[src/rtl/fpu_cmd_sequencer.sv]
// ============================================================================
//  Module   : fpu_cmd_sequencer
//  Purpose  : Assembles 5-byte UART command frames (OPC, A, B) into a single
//             bfloat16 FPU issue and captures the FPU result.
//             Optional inter-byte / FPU-wait timeout: FPU_SEQ_TIMEOUT_EN
//  Revision : 1.0  initial release
// ============================================================================
`default_nettype none

module fpu_cmd_sequencer #(
   parameter int OP_W           = 3,
   parameter int TIMEOUT_CYCLES = 65535
) (
   input  logic            clk,
   input  logic            rst_l,
   input  logic            rx_valid_i,
   input  logic [7:0]      rx_byte_i,
   output logic            fpu_start_o,
   output logic [OP_W-1:0] fpu_op_o,
   output logic [15:0]     fpu_a_o,
   output logic [15:0]     fpu_b_o,
   input  logic            fpu_done_i,
   input  logic [15:0]     fpu_result_i,
   output logic [15:0]     FPU_hp_result,
   output logic            busy_o,
   output logic [1:0]      err_o
);

   typedef enum logic [2:0] {
      S_IDLE  = 3'd0,
      S_A_HI  = 3'd1,
      S_A_LO  = 3'd2,
      S_B_HI  = 3'd3,
      S_B_LO  = 3'd4,
      S_ISSUE = 3'd5,
      S_WAIT  = 3'd6
   } state_t;

   if (OP_W < 1 || OP_W > 7 || TIMEOUT_CYCLES < 1 || TIMEOUT_CYCLES > 65535) begin : g_bad_params
      $error("fpu_cmd_sequencer: OP_W must be 1..7 and TIMEOUT_CYCLES 1..65535");
   end

   state_t            r_state;
   state_t            w_next;
   logic [OP_W-1:0]   r_op;
   logic [15:0]       r_a;
   logic [15:0]       r_b;
   logic [15:0]       r_result;
   logic              r_err_opc;
   logic              w_err_to;
   logic              w_timeout;
   logic              w_opc_ok;
   logic              w_byte_state;

   assign w_opc_ok     = (rx_byte_i[7:OP_W] == '0);
   assign w_byte_state = (r_state == S_A_HI) || (r_state == S_A_LO) ||
                         (r_state == S_B_HI) || (r_state == S_B_LO);

   always_ff @(posedge clk or negedge rst_l) begin
      if (!rst_l) r_state <= S_IDLE;
      else        r_state <= w_next;
   end

   always_comb begin
      w_next = r_state;
      case (r_state)
         S_IDLE:  if (rx_valid_i && w_opc_ok) w_next = S_A_HI;
         S_A_HI:  if (rx_valid_i) w_next = S_A_LO;
         S_A_LO:  if (rx_valid_i) w_next = S_B_HI;
         S_B_HI:  if (rx_valid_i) w_next = S_B_LO;
         S_B_LO:  if (rx_valid_i) w_next = S_ISSUE;
         S_ISSUE: w_next = S_WAIT;
         S_WAIT:  if (fpu_done_i) w_next = S_IDLE;
         default: w_next = S_IDLE;
      endcase
      if (w_timeout) w_next = S_IDLE;
   end

   // Operand/opcode registers only load in the collecting states, so they
   // stay frozen while the FPU works on them.
   always_ff @(posedge clk or negedge rst_l) begin
      if (!rst_l) begin
         r_op      <= '0;
         r_a       <= '0;
         r_b       <= '0;
         r_result  <= '0;
         r_err_opc <= 1'b0;
      end else begin
         case (r_state)
            S_IDLE: begin
               if (rx_valid_i) begin
                  if (w_opc_ok) begin
                     r_op      <= rx_byte_i[OP_W-1:0];
                     r_err_opc <= 1'b0;
                  end else begin
                     r_err_opc <= 1'b1;
                  end
               end
            end
            S_A_HI:  if (rx_valid_i) r_a[15:8] <= rx_byte_i;
            S_A_LO:  if (rx_valid_i) r_a[7:0]  <= rx_byte_i;
            S_B_HI:  if (rx_valid_i) r_b[15:8] <= rx_byte_i;
            S_B_LO:  if (rx_valid_i) r_b[7:0]  <= rx_byte_i;
            S_WAIT:  if (fpu_done_i) r_result  <= fpu_result_i;
            default: ;
         endcase
      end
   end

`ifdef FPU_SEQ_TIMEOUT_EN
   localparam logic [15:0] c_TO_LAST = 16'(TIMEOUT_CYCLES - 1);

   logic [15:0] r_cnt;
   logic        r_err_to;
   logic        w_count_state;
   logic        w_event;

   assign w_count_state = w_byte_state || (r_state == S_WAIT);
   assign w_event       = (w_byte_state && rx_valid_i) || ((r_state == S_WAIT) && fpu_done_i);
   assign w_timeout     = w_count_state && !w_event && (r_cnt == c_TO_LAST);
   assign w_err_to      = r_err_to;

   // Bytes dropped during WAIT must not hold off the FPU-wait timeout.
   always_ff @(posedge clk or negedge rst_l) begin
      if (!rst_l) begin
         r_cnt    <= '0;
         r_err_to <= 1'b0;
      end else begin
         if ((w_next != r_state) || (w_byte_state && rx_valid_i)) r_cnt <= '0;
         else if (w_count_state)                                   r_cnt <= r_cnt + 16'd1;

         if (w_timeout)                                         r_err_to <= 1'b1;
         else if ((r_state == S_IDLE) && rx_valid_i && w_opc_ok) r_err_to <= 1'b0;
      end
   end
`else
   assign w_timeout = 1'b0;
   assign w_err_to  = 1'b0;
`endif

   assign fpu_start_o   = (r_state == S_ISSUE);
   assign fpu_op_o      = r_op;
   assign fpu_a_o       = r_a;
   assign fpu_b_o       = r_b;
   assign FPU_hp_result = r_result;
   assign busy_o        = (r_state != S_IDLE);
   assign err_o         = {w_err_to, r_err_opc};

endmodule

`default_nettype wire

[config.mk]
export PLATFORM = sky130hd
export DESIGN_NAME = fpu_cmd_sequencer
export DESIGN_NICKNAME = d
export VERILOG_FILES = /design/src/rtl/fpu_cmd_sequencer.sv
export SDC_FILE = /design/constraint.sdc
export NUM_CORES = 1
export LEC_CHECK = 0
export ABC_CLOCK_PERIOD_IN_PS = 2870
export CORE_MARGIN = 4
export CORE_UTILIZATION = 40
export CTS_CLUSTER_SIZE = 24
export DETAILED_ROUTE_END_ITERATION = 8
export DONT_BUFFER_PORTS = 1
export SKIP_CTS_REPAIR_TIMING = 1
export SYNTH_ARGS = -nofsm -noshare
export SYNTH_HDL_FRONTEND = slang
export SYNTH_SLANG_ARGS = --single-unit
[constraint.sdc]
create_clock -name clk -period 2.87 [get_ports clk]
set_clock_uncertainty 0.1 [all_clocks]
set_input_delay 0.4305 -clock clk [delete_from_list [all_inputs] [get_ports clk]]
set_output_delay 0.4305 -clock clk [all_outputs]
set_load 0.05 [all_outputs]
==> results of run 1 <==
-- Yosys cell counts, types with 2 or more instances --
| cell type | number |
|---|---|
| sky130_fd_sc_hd__buf_4 | 2 |
| sky130_fd_sc_hd__nor2_1 | 2 |
| sky130_fd_sc_hd__nand2_1 | 4 |
| sky130_fd_sc_hd__dfrtp_1 | 55 |
| sky130_fd_sc_hd__o21ai_0 | 3 |
| sky130_fd_sc_hd__buf_2 | 4 |
| sky130_fd_sc_hd__nor4b_4 | 2 |
| sky130_fd_sc_hd__nand4b_1 | 2 |
| sky130_fd_sc_hd__mux2_4 | 3 |
| sky130_fd_sc_hd__mux2_2 | 47 |
-- metal layers --
| layer | vias up | track usage [%] |
|---|---|---|
| met3 | 8 | 6.833 |
| met1 | 582 | 15.69 |
| met5 | - | 0 |
| li1 | 497 | - |
| met4 | 0 | 5.150 |
| met2 | 51 | 21.81 |
-- final cells by class --
type	count	area [µm²]	share of cell area (%)
Tap cell	70	87.58	3.650
Multi-Input combinational cell	76	782.0	32.59
Sequential cell	55	1376	57.35
Clock inverter	3	43.79	1.825
Inverter	1	3.754	0.1564
Clock buffer	5	68.82	2.868
Timing Repair Buffer	2	37.54	1.564
-- per-stage QoR --
step / setup WS, ns / area [µm²] / cells
global route: 0.5528 / 2400 / 212
global placement: 0.6746 / 2250 / 202
CTS: 0.6154 / 2362 / 210
detailed placement: 0.6248 / 2250 / 202
finish: 0.6242 / 2400 / 212
floorplan: 0.8910 / 2197 / 138
-- registers in the layout, summed over array words and instances, names as in the netlist --
register / flops
FPU_hp_result: 16
fpu_a_o: 16
fpu_b_o: 16
fpu_op_o: 3
r_state: 3
r_err_opc: 1
-- worst register-to-register path, cell delays in order (launching register included) --
cell and delay, ns:
sky130_fd_sc_hd__dfrtp_1 0.53, sky130_fd_sc_hd__or3_1 0.68, sky130_fd_sc_hd__or3_4 0.52, sky130_fd_sc_hd__mux2_4 0.31
-- worst min path at each step --
| stage | slack, ns | from | endpoint |
|---|---|---|---|
| 6_report | 0.16 | rx_byte_i[3] | fpu_b_o[3] |
| 5_1_grt | 0.15 | fpu_result_i[2] | FPU_hp_result[2] |
| 4_1_cts | -0.31 | rst_l | fpu_a_o[3] |
| 2_1_floorplan | 0.03 | rst_l | FPU_hp_result[0] |
| 3_5_place_dp | 0.04 | rst_l | fpu_a_o[3] |
| 3_3_place_gp | 0.04 | rst_l | FPU_hp_result[0] |
-- logic make-up (layout without fill, tap and decap cells) --
group | Yosys count | in the layout | synth area share (%)
other | 1 | 1 | 0.1707
and+or+nand+nor | 19 | 19 | 7.233
buffers and inverters | 7 | 11 | 1.765
muxes | 51 | 51 | 26.65
DFF | 55 | 55 | 62.64
AOI/OAI and AO/OA | 5 | 5 | 1.537
==> results.txt, run 1 <==
* Status: completed
- Clock-pin slew was measured on the worst setup and hold paths at 0.10 ns.
- The critical path contains buffers and inverters numbering 0 combined.
- The floorplan step defined a die boundary enclosing 6743 µm².
* Number of buffers created by CTS: 5
- Number of antenna violations at the first check in global routing: 0
- Entering global routing, the biggest net connects 56 pins.
- Commonest cells after routing, fill and taps aside: 55 x sky130_fd_sc_hd__dfrtp_1, 47 x sky130_fd_sc_hd__mux2_2, 5 x sky130_fd_sc_hd__clkbuf_8, 4 x sky130_fd_sc_hd__nand2_1
- For the worst setup path, the data arrival time is 2.35 ns.
- CORE AREA: 5205 µm²
* Port bufs: 0
* Detailed-route wire length on metal 1: 1656 µm
* Worst skew pair latency: 0.30 ns
* Post-synth ARST share: 100.0%
- The worst setup path is captured at a flop.
* Global route total overflow: 0
- Number of H-tree levels: 2
- Total of warnings raised by yosys: 0
* Path type of the worst min-delay path: in2reg
* Synthesis-stage register bit count: 55
- Post-route DRC: 0
* Via density per instance: 5.368
- Leaving out fill and tap cells, the most frequent cell in the layout is sky130_fd_sc_hd__dfrtp_1.
- Detailed placement ended at an HPWL of 3311 µm.
* CP required: 2.97 ns
- Of the cells placed in the final design, the portion with a size suffix greater than 1 is 45.77%.
* Slew Limit Headroom: 39.72%
* Count of antenna-violating nets left after detailed routing: 0
- The via count of the first global-routing pass was 1268.
- Among cell families on the critical path, the largest total delay comes from simple AND/OR/NAND/NOR gates.
- Number of library cell types mapped by synthesis: 24
* Worst flop-to-flop path endpoint: fpu_op_o[1]
* Critical Path Max Stage Delay: 0.68 ns
- Setup violations remaining at the end of the flow were counted as 0.
- The die is 82.12 µm tall.
* Met3 layer wire length in the routed design: 493 µm
* Cell at the root of the clock tree: sky130_fd_sc_hd__clkbuf_8
- Net total in the final layout: 169
- The area growth from synthesis to layout is 9.225%.
* Number of ports placed on the die boundary: 83
* Maxcap violations: 0
- In the finished design, the share of the clock period the worst path needs comes to 78.25%.
- Synth Instances: 138
* Wire length of the first global-routing pass: 6679 µm
- The repair_antennas step left the layout with diodes totalling 0.
* Ys flop type: sky130_fd_sc_hd__dfrtp_1
- The smallest clock period supported by the final layout is computed as 2.246 ns.
- Sequence of cells on the critical path: or3_1, or3_4, mux2_4
- Library cell contributing the largest single delay on the critical path: sky130_fd_sc_hd__or3_1
- Static timing analysis puts the maximum clock frequency at 445.3 MHz.
- Start point of the critical path: r_state[1]
- TritonCTS built the clock tree.
- The routed design has 4494 µm of wire.
- Fin. Hold Viols: 0
* Floorplan row count: 26
- The average instance in the mapped netlist occupies 15.92 µm².
- Utilization of the core after routing: 46.11%
- For the pin with the worst max-slew slack, the measured transition is 0.8994 ns.
* Number of enable-type register cells in the synthesized netlist: 0
- Largest area contributor in the netlist: sky130_fd_sc_hd__dfrtp_1
* Met2 wire length: 2274 µm
* Depth of the worst register-to-register path: 3
- Aggregate negative setup slack: 0 ns
- Top cells by area in the synthesized netlist: sky130_fd_sc_hd__dfrtp_1 63%, sky130_fd_sc_hd__mux2_2 24%, sky130_fd_sc_hd__nor4b_4 2.2%
* Reg2reg start: r_state[1]
- The first detailed-routing pass took 4 iterations.
- Summing over every cut layer, the via total after detailed routing is 1138.
- Routability-driven placement finished with a final weighted congestion of 0.7690.
- The worst setup path is of the reg2reg kind.
- From left edge to right edge, the die measures 82.12 µm.
- Counting along the longest clock path gives a buffer depth of 2.
* Synthesized Nets: 166
- CTS Sinks: 55
- STA classifies the critical path startpoint as a flop.
* Number of fill cells in the layout: 459
* Depth of the critical timing path with buffers and inverters included: 3
- Worst hold path depth: 1
* R2r setup slk: 0.62 ns
- Once the floorplan was initialized, standard cells occupied 42.21% of the core.
* Part of the Yosys area used for sequential elements: 62.64%
- Iteration-0 DRC count of the detailed router: 45
- Setup repair after global routing missed its margin: no
* WL/cell: 21.20 µm
- Termination of the worst setup path: fpu_op_o[1]
- After synthesis, the largest area contributor takes up 62.64% of total cell area.
- Combined global-route utilization of all metal layers: 13.64%
- Along the worst path, the maximum fanout reaches 11.
- The mapped netlist covers 2197 µm².
- Hold is met by 0.1625 ns.
- The count of pins over their slew limit came to 0.
* Top routing layer in use: met4
Power of run 1 is left out: the tool's default activity adds up to more than one toggle a clock period on the data nets, which glitch-free logic cannot reach.
==> inputs of run 2 (changes only) <==
ABC_CLOCK_PERIOD_IN_PS = 2300   (was 2870)
clock period = 2.3 ns   (was 2.87 ns; I/O delays follow)
==> run 2 against run 1 <==
Against the previous run: global-route usage fell by 0.17 points; count of clock-buffer cells in the layout rose by 1; via count rose by 1.4%; setup slack got worse by 0.24 ns; design area rose by 1.6%; first-iteration DRC count rose by 100%; critical path depth fell by 1; final cell count rose by 1.9%; flip-flop and latch count did not move; critical path type is now reg2out; largest cell class unchanged; highest routed layer unchanged.
==> results.txt, run 2 (synthesis results as in run 1) <==
- The count of pins over their slew limit came to 0.
- Final weighted congestion of routability-driven global placement: 0.7389
- Port buffering added 0 buffers.
- WL/cell: 20.14 µm
* Clock-pin slew reported for the worst setup and hold paths after clock tree synthesis: 0.10 ns
* Number of global-route vias before repair: 1269
- HPWL Detailed: 3291 µm
- The worst register-to-register path begins at r_state[1].
* DR pass1 iterations: 4
- CORE AREA: 5205 µm²
- Derived from the worst setup path, the maximum achievable clock frequency is 521.2 MHz.
* R2r setup slk: 0.39 ns
- Share of post-route cells with drive strength above 1: 47.26%
- The clock drives 55 sinks.
- In the finished design, the share of the clock period the worst path needs comes to 83.43%.
- Data arrives at the worst endpoint at 1.47 ns.
* Status: completed
* Number of vias in the routed layout: 1154
- Headroom to the max-slew limit came out at 58.72%.
- TritonCTS built the clock tree.
- Cell at the root of the clock tree: sky130_fd_sc_hd__clkbuf_8
- The worst hold path begins at rx_byte_i[1].
- The detail route stage leaves a number of antenna-violating nets equal to 0.
- Worst flop-to-flop path endpoint: fpu_op_o[0]
* CP required: 1.86 ns
- The library cell used most frequently in the layout, excluding fill and tap cells, is sky130_fd_sc_hd__dfrtp_1.
- Via density per instance: 5.343
- CTS built an H-tree with a depth of 2.
- For this block, the initial DRC count from the detailed router was 92.
* Final wirelength: 4351 µm
- For hold timing, the worst endpoint is fpu_op_o[1].
- The tightest min-delay check is of the in2reg type.
- In the routed design, unresolved DRC markers number 0.
- Counting instances, the worst hold path has a depth of 1.
* Setup repair after global routing missed its margin: no
- Die area: 6743 µm²
- Post-route insts no fill: 216
- Global route total overflow: 0
- Synthesis-to-layout area growth: 10.99%
- Worst skew pair latency: 0.30 ns
* Number of ports placed on the die boundary: 83
- The repair_antennas step left the layout with diodes totalling 0.
* Final critical path time including I/O delays and setup: 1.919 ns
- The initial antenna violation count is 0.
- For this run, the total global-route usage over all layers was measured as 13.46%.
- Maxcap violations: 0
- Critical Path Fanout Max: 11
- The floorplan step set the die width to 82.12 µm.
* Die Height: 82.12 µm
- The clock passes through at most 2 buffers.
- Pin count of the biggest net entering global routing: 56
* Starting density of the core: 42.21%
* WHS: 0.08390 ns
- # placed instances: 206
- Floorplan row count: 26
* Number of buffers created by CTS: 5
- Net total in the final layout: 173
- Utilization of the core after routing: 46.85%
- Commonest cells after routing, fill and taps aside: 55 x sky130_fd_sc_hd__dfrtp_1, 47 x sky130_fd_sc_hd__mux2_2, 6 x sky130_fd_sc_hd__clkbuf_8, 4 x sky130_fd_sc_hd__nand2_1, 4 x sky130_fd_sc_hd__buf_4
* Depth of the worst register-to-register path: 3
- At the pin with the least slew margin, the transition time is 0.6166 ns.
- Startpoint-to-endpoint class of the critical path: reg2out
- Setup violations remaining at the end of the flow were counted as 0.
* CP Capture Type: primary output
- Wire length of the first global-routing pass: 6686 µm
- Fin. Hold Viols: 0
- Startpoint types: flop
- After routing, the total negative slack on setup checks comes to 0 ns.
run 2: cell count changes in the layout (fill, tap and decap cells not counted):
cell | previous run | this run
sky130_fd_sc_hd__inv_6 | 0 | 1
sky130_fd_sc_hd__clkinv_4 | 1 | 0
sky130_fd_sc_hd__clkbuf_8 | 5 | 6
sky130_fd_sc_hd__buf_4 | 0 | 4
sky130_fd_sc_hd__clkinv_2 | 1 | 0
run 2: routing by layer:
metal	share of wire, %	track usage [%]	up-vias
met3	9.2	6.182	7
li1	-	-	502
met2	52	22.70	48
met4	1.2	3.821	0
met1	37	15.36	597
met5	0	0	-
run 2: worst max path at each step:
stage / slack [ns] / endpoint / from / cells after the start
final: 0.38 / busy_o / r_state[1] / 2
after CTS: 0.37 / busy_o / r_state[1] / 2
after global placement: 0.44 / fpu_op_o[0] / r_state[1] / 3
after floorplan: 0.32 / fpu_op_o[0] / r_state[1] / 3
after global routing: 0.31 / busy_o / r_state[1] / 2
after detailed placement: 0.39 / fpu_op_o[0] / r_state[1] / 3
run 2: critical path, stage by stage, from the launching register on:
cell and delay (ns):
sky130_fd_sc_hd__dfrtp_1 0.53, sky130_fd_sc_hd__or3_1 0.44, sky130_fd_sc_hd__buf_4 0.21
run 2: metrics by stage:
stage / worst slack [ns] / area [µm²]
after floorplan: 0.3210 / 2197
after global placement: 0.4418 / 2280
after detailed placement: 0.3884 / 2280
after CTS: 0.3712 / 2401
after global routing: 0.3109 / 2439
final: 0.3812 / 2439
run 2: cell type report:
cell class / count / area [µm²]
Clock buffer: 6 / 82.58
Clock inverter: 2 / 38.79
Fill cell: 473 / 2766
Inverter: 1 / 3.754
Multi-Input combinational cell: 76 / 782.0
Sequential cell: 55 / 1376
Tap cell: 70 / 87.58
Timing Repair Buffer: 6 / 67.56
Power of run 2 is left out for the same reason.
==> inputs of run 3 (changes only) <==
ABC_CLOCK_PERIOD_IN_PS = 1900   (was 2300)
clock period = 1.9 ns   (was 2.3 ns; I/O delays follow)
==> run 3 against run 2 <==
Against the previous run: global-route usage up 0.20 points; wire length up 0.46%; critical path type unchanged; sequential share of layout area down 0.66 points; first-iteration DRC count down 36%; final cell count up 3.7%; register-to-register slack worse by 0.22 ns.
==> results.txt, run 3 (synthesis results as in run 1) <==
* Combined global-route utilization of all metal layers: 13.67%
* Die Height: 82.12 µm
- CP Capture Type: primary output
- Die area: 6743 µm²
- Critical Path Fanout Max: 10
- Floorplan row count: 26
- Fin. Hold Viols: 0
* Slew Limit Headroom: 66.07%
- Final critical path time including I/O delays and setup: 1.787 ns
- Setup total negative slack on the finished layout was measured at 0 ns.
- Final wirelength: 4371 µm
- The path class of the tightest hold or removal check is in2reg.
- The worst setup path is launched from a flop.
* Critical path data arrival time: 1.40 ns
- In this run the deepest clock path goes through 2 buffers.
- Of the available clock period, the critical path in the final layout requires 94.06%.
- After detailed routing, the number of remaining DRC violations is 0.
* Number of global-route vias before repair: 1316
* Via density per instance: 5.196
- In this run the worst setup path begins at r_state[1].
- The routed layout has 1164 vias.
- Clock tree synthesis found a total of 55 sinks.
* Most frequent standard cell in the layout excluding fill and tap cells: sky130_fd_sc_hd__dfrtp_1
- Number of buffers created by CTS: 5
- After detailed routing, the average wire length per cell comes to 19.51 µm.
- Count of antenna-violating nets left after detailed routing: 0
- Number of antenna violations at the first check in global routing: 0
- Termination of the worst setup path: fpu_start_o
- The die is 82.12 µm wide.
- Clock tree from TritonCTS: yes
* DR pass1 iterations: 4
* Worst-margin pin slew: 0.5090 ns
- The later pin in the worst-skew pair is clocked with a latency of 0.29 ns.
* Clock-pin slew reported for the worst setup and hold paths after clock tree synthesis: 0.09 ns
* Cell at the root of the clock tree: sky130_fd_sc_hd__clkbuf_8
* Setup repair after global routing missed its margin: no
* Global route total overflow: 0
- CORE AREA: 5205 µm²
- Total cell area at the placement stage: 2345 µm²
- Wire length of the first global-routing pass: 6879 µm
- At the end of the flow, the number of nets in the layout was 181.
- Status: completed
* Final instance area: 2467 µm²
- In this run the critical register-to-register path is captured at fpu_op_o[1].
* Port bufs: 0
- The count of pins over their slew limit is 0.
* CP required: 1.51 ns
* Timing-limited maximum frequency: 559.5 MHz
- Commonest cells after routing, fill and taps aside: 55 x sky130_fd_sc_hd__dfrtp_1, 47 x sky130_fd_sc_hd__mux2_2, 12 x sky130_fd_sc_hd__buf_4, 5 x sky130_fd_sc_hd__clkbuf_8, 4 x sky130_fd_sc_hd__nand2_1
* Share of post-route cells with drive strength above 1: 50.00%
* Final weighted congestion of routability-driven global placement: 0.8354
* Setup ws final: 0.1128 ns
- The worst register-to-register path begins at r_state[1].
* Depth of the worst register-to-register path: 3
- Number of H-tree levels: 2
* # setup viols final: 0
- Summed over all nets, the half-perimeter wirelength after detailed placement is 3324 µm.
- At the placement stage, the worst setup path has a slack of 0.1737 ns.
* Pin count of the biggest net entering global routing: 56
* Synthesis-to-layout area growth: 12.30%
* Iteration-0 DRC count of the detailed router: 59
- Starting density of the core: 42.21%
- Number of inserted diodes: 0
- R2r setup slk: 0.17 ns
* Number of ports placed on the die boundary: 83
* Startpoint-to-endpoint class of the critical path: reg2out
- The tool flagged a number of max-cap violations equal to 0.
[run 3: worst min path at each step]
stage	from	to	slack, ns	cells past startpoint
2_1_floorplan	rst_l	FPU_hp_result[0]	-0.11	0
3_3_place_gp	rst_l	fpu_b_o[7]	-0.11	0
3_5_place_dp	rst_l	fpu_b_o[7]	-0.11	0
4_1_cts	rst_l	fpu_b_o[13]	-0.44	0
5_1_grt	rx_byte_i[0]	fpu_op_o[0]	0.007	1
6_report	rx_byte_i[2]	fpu_op_o[2]	0.03	1
[run 3: cell type report]
type                       count  area [µm²]
clock inverter                 2       12.51
inverter                       1       3.754
fill                         465        2738
multi-input combinational     76       787.0
tap                           70       87.58
timing repair buffer          14       127.6
clock buffer                   6       72.57
sequential                    55        1376
[run 3: critical path: stages (launching register included)]
cell and delay, ns:
sky130_fd_sc_hd__dfrtp_1 0.40, sky130_fd_sc_hd__buf_4 0.18, sky130_fd_sc_hd__and3b_1 0.53
[run 3: layer usage]
metal  up-vias  GRT usage (%)  wire length (µm)
li1        516              -                 -
met1       595          16.91              1714
met2        51          21.41              2152
met3         2          6.725               488
met4         0          3.488                15
met5         -              0                 0
[run 3: metrics by stage]
stage          instances  hold slack, ns  utilization [%]
3_3_place_gp         214         -0.1084            45.05
3_5_place_dp         214         -0.1086            45.05
4_1_cts              222         -0.4385            46.68
5_1_grt              224        0.006597            47.40
6_report             224         0.03206            47.40
2_1_floorplan        138         -0.1106                -
Power of run 3 is left out for the same reason.
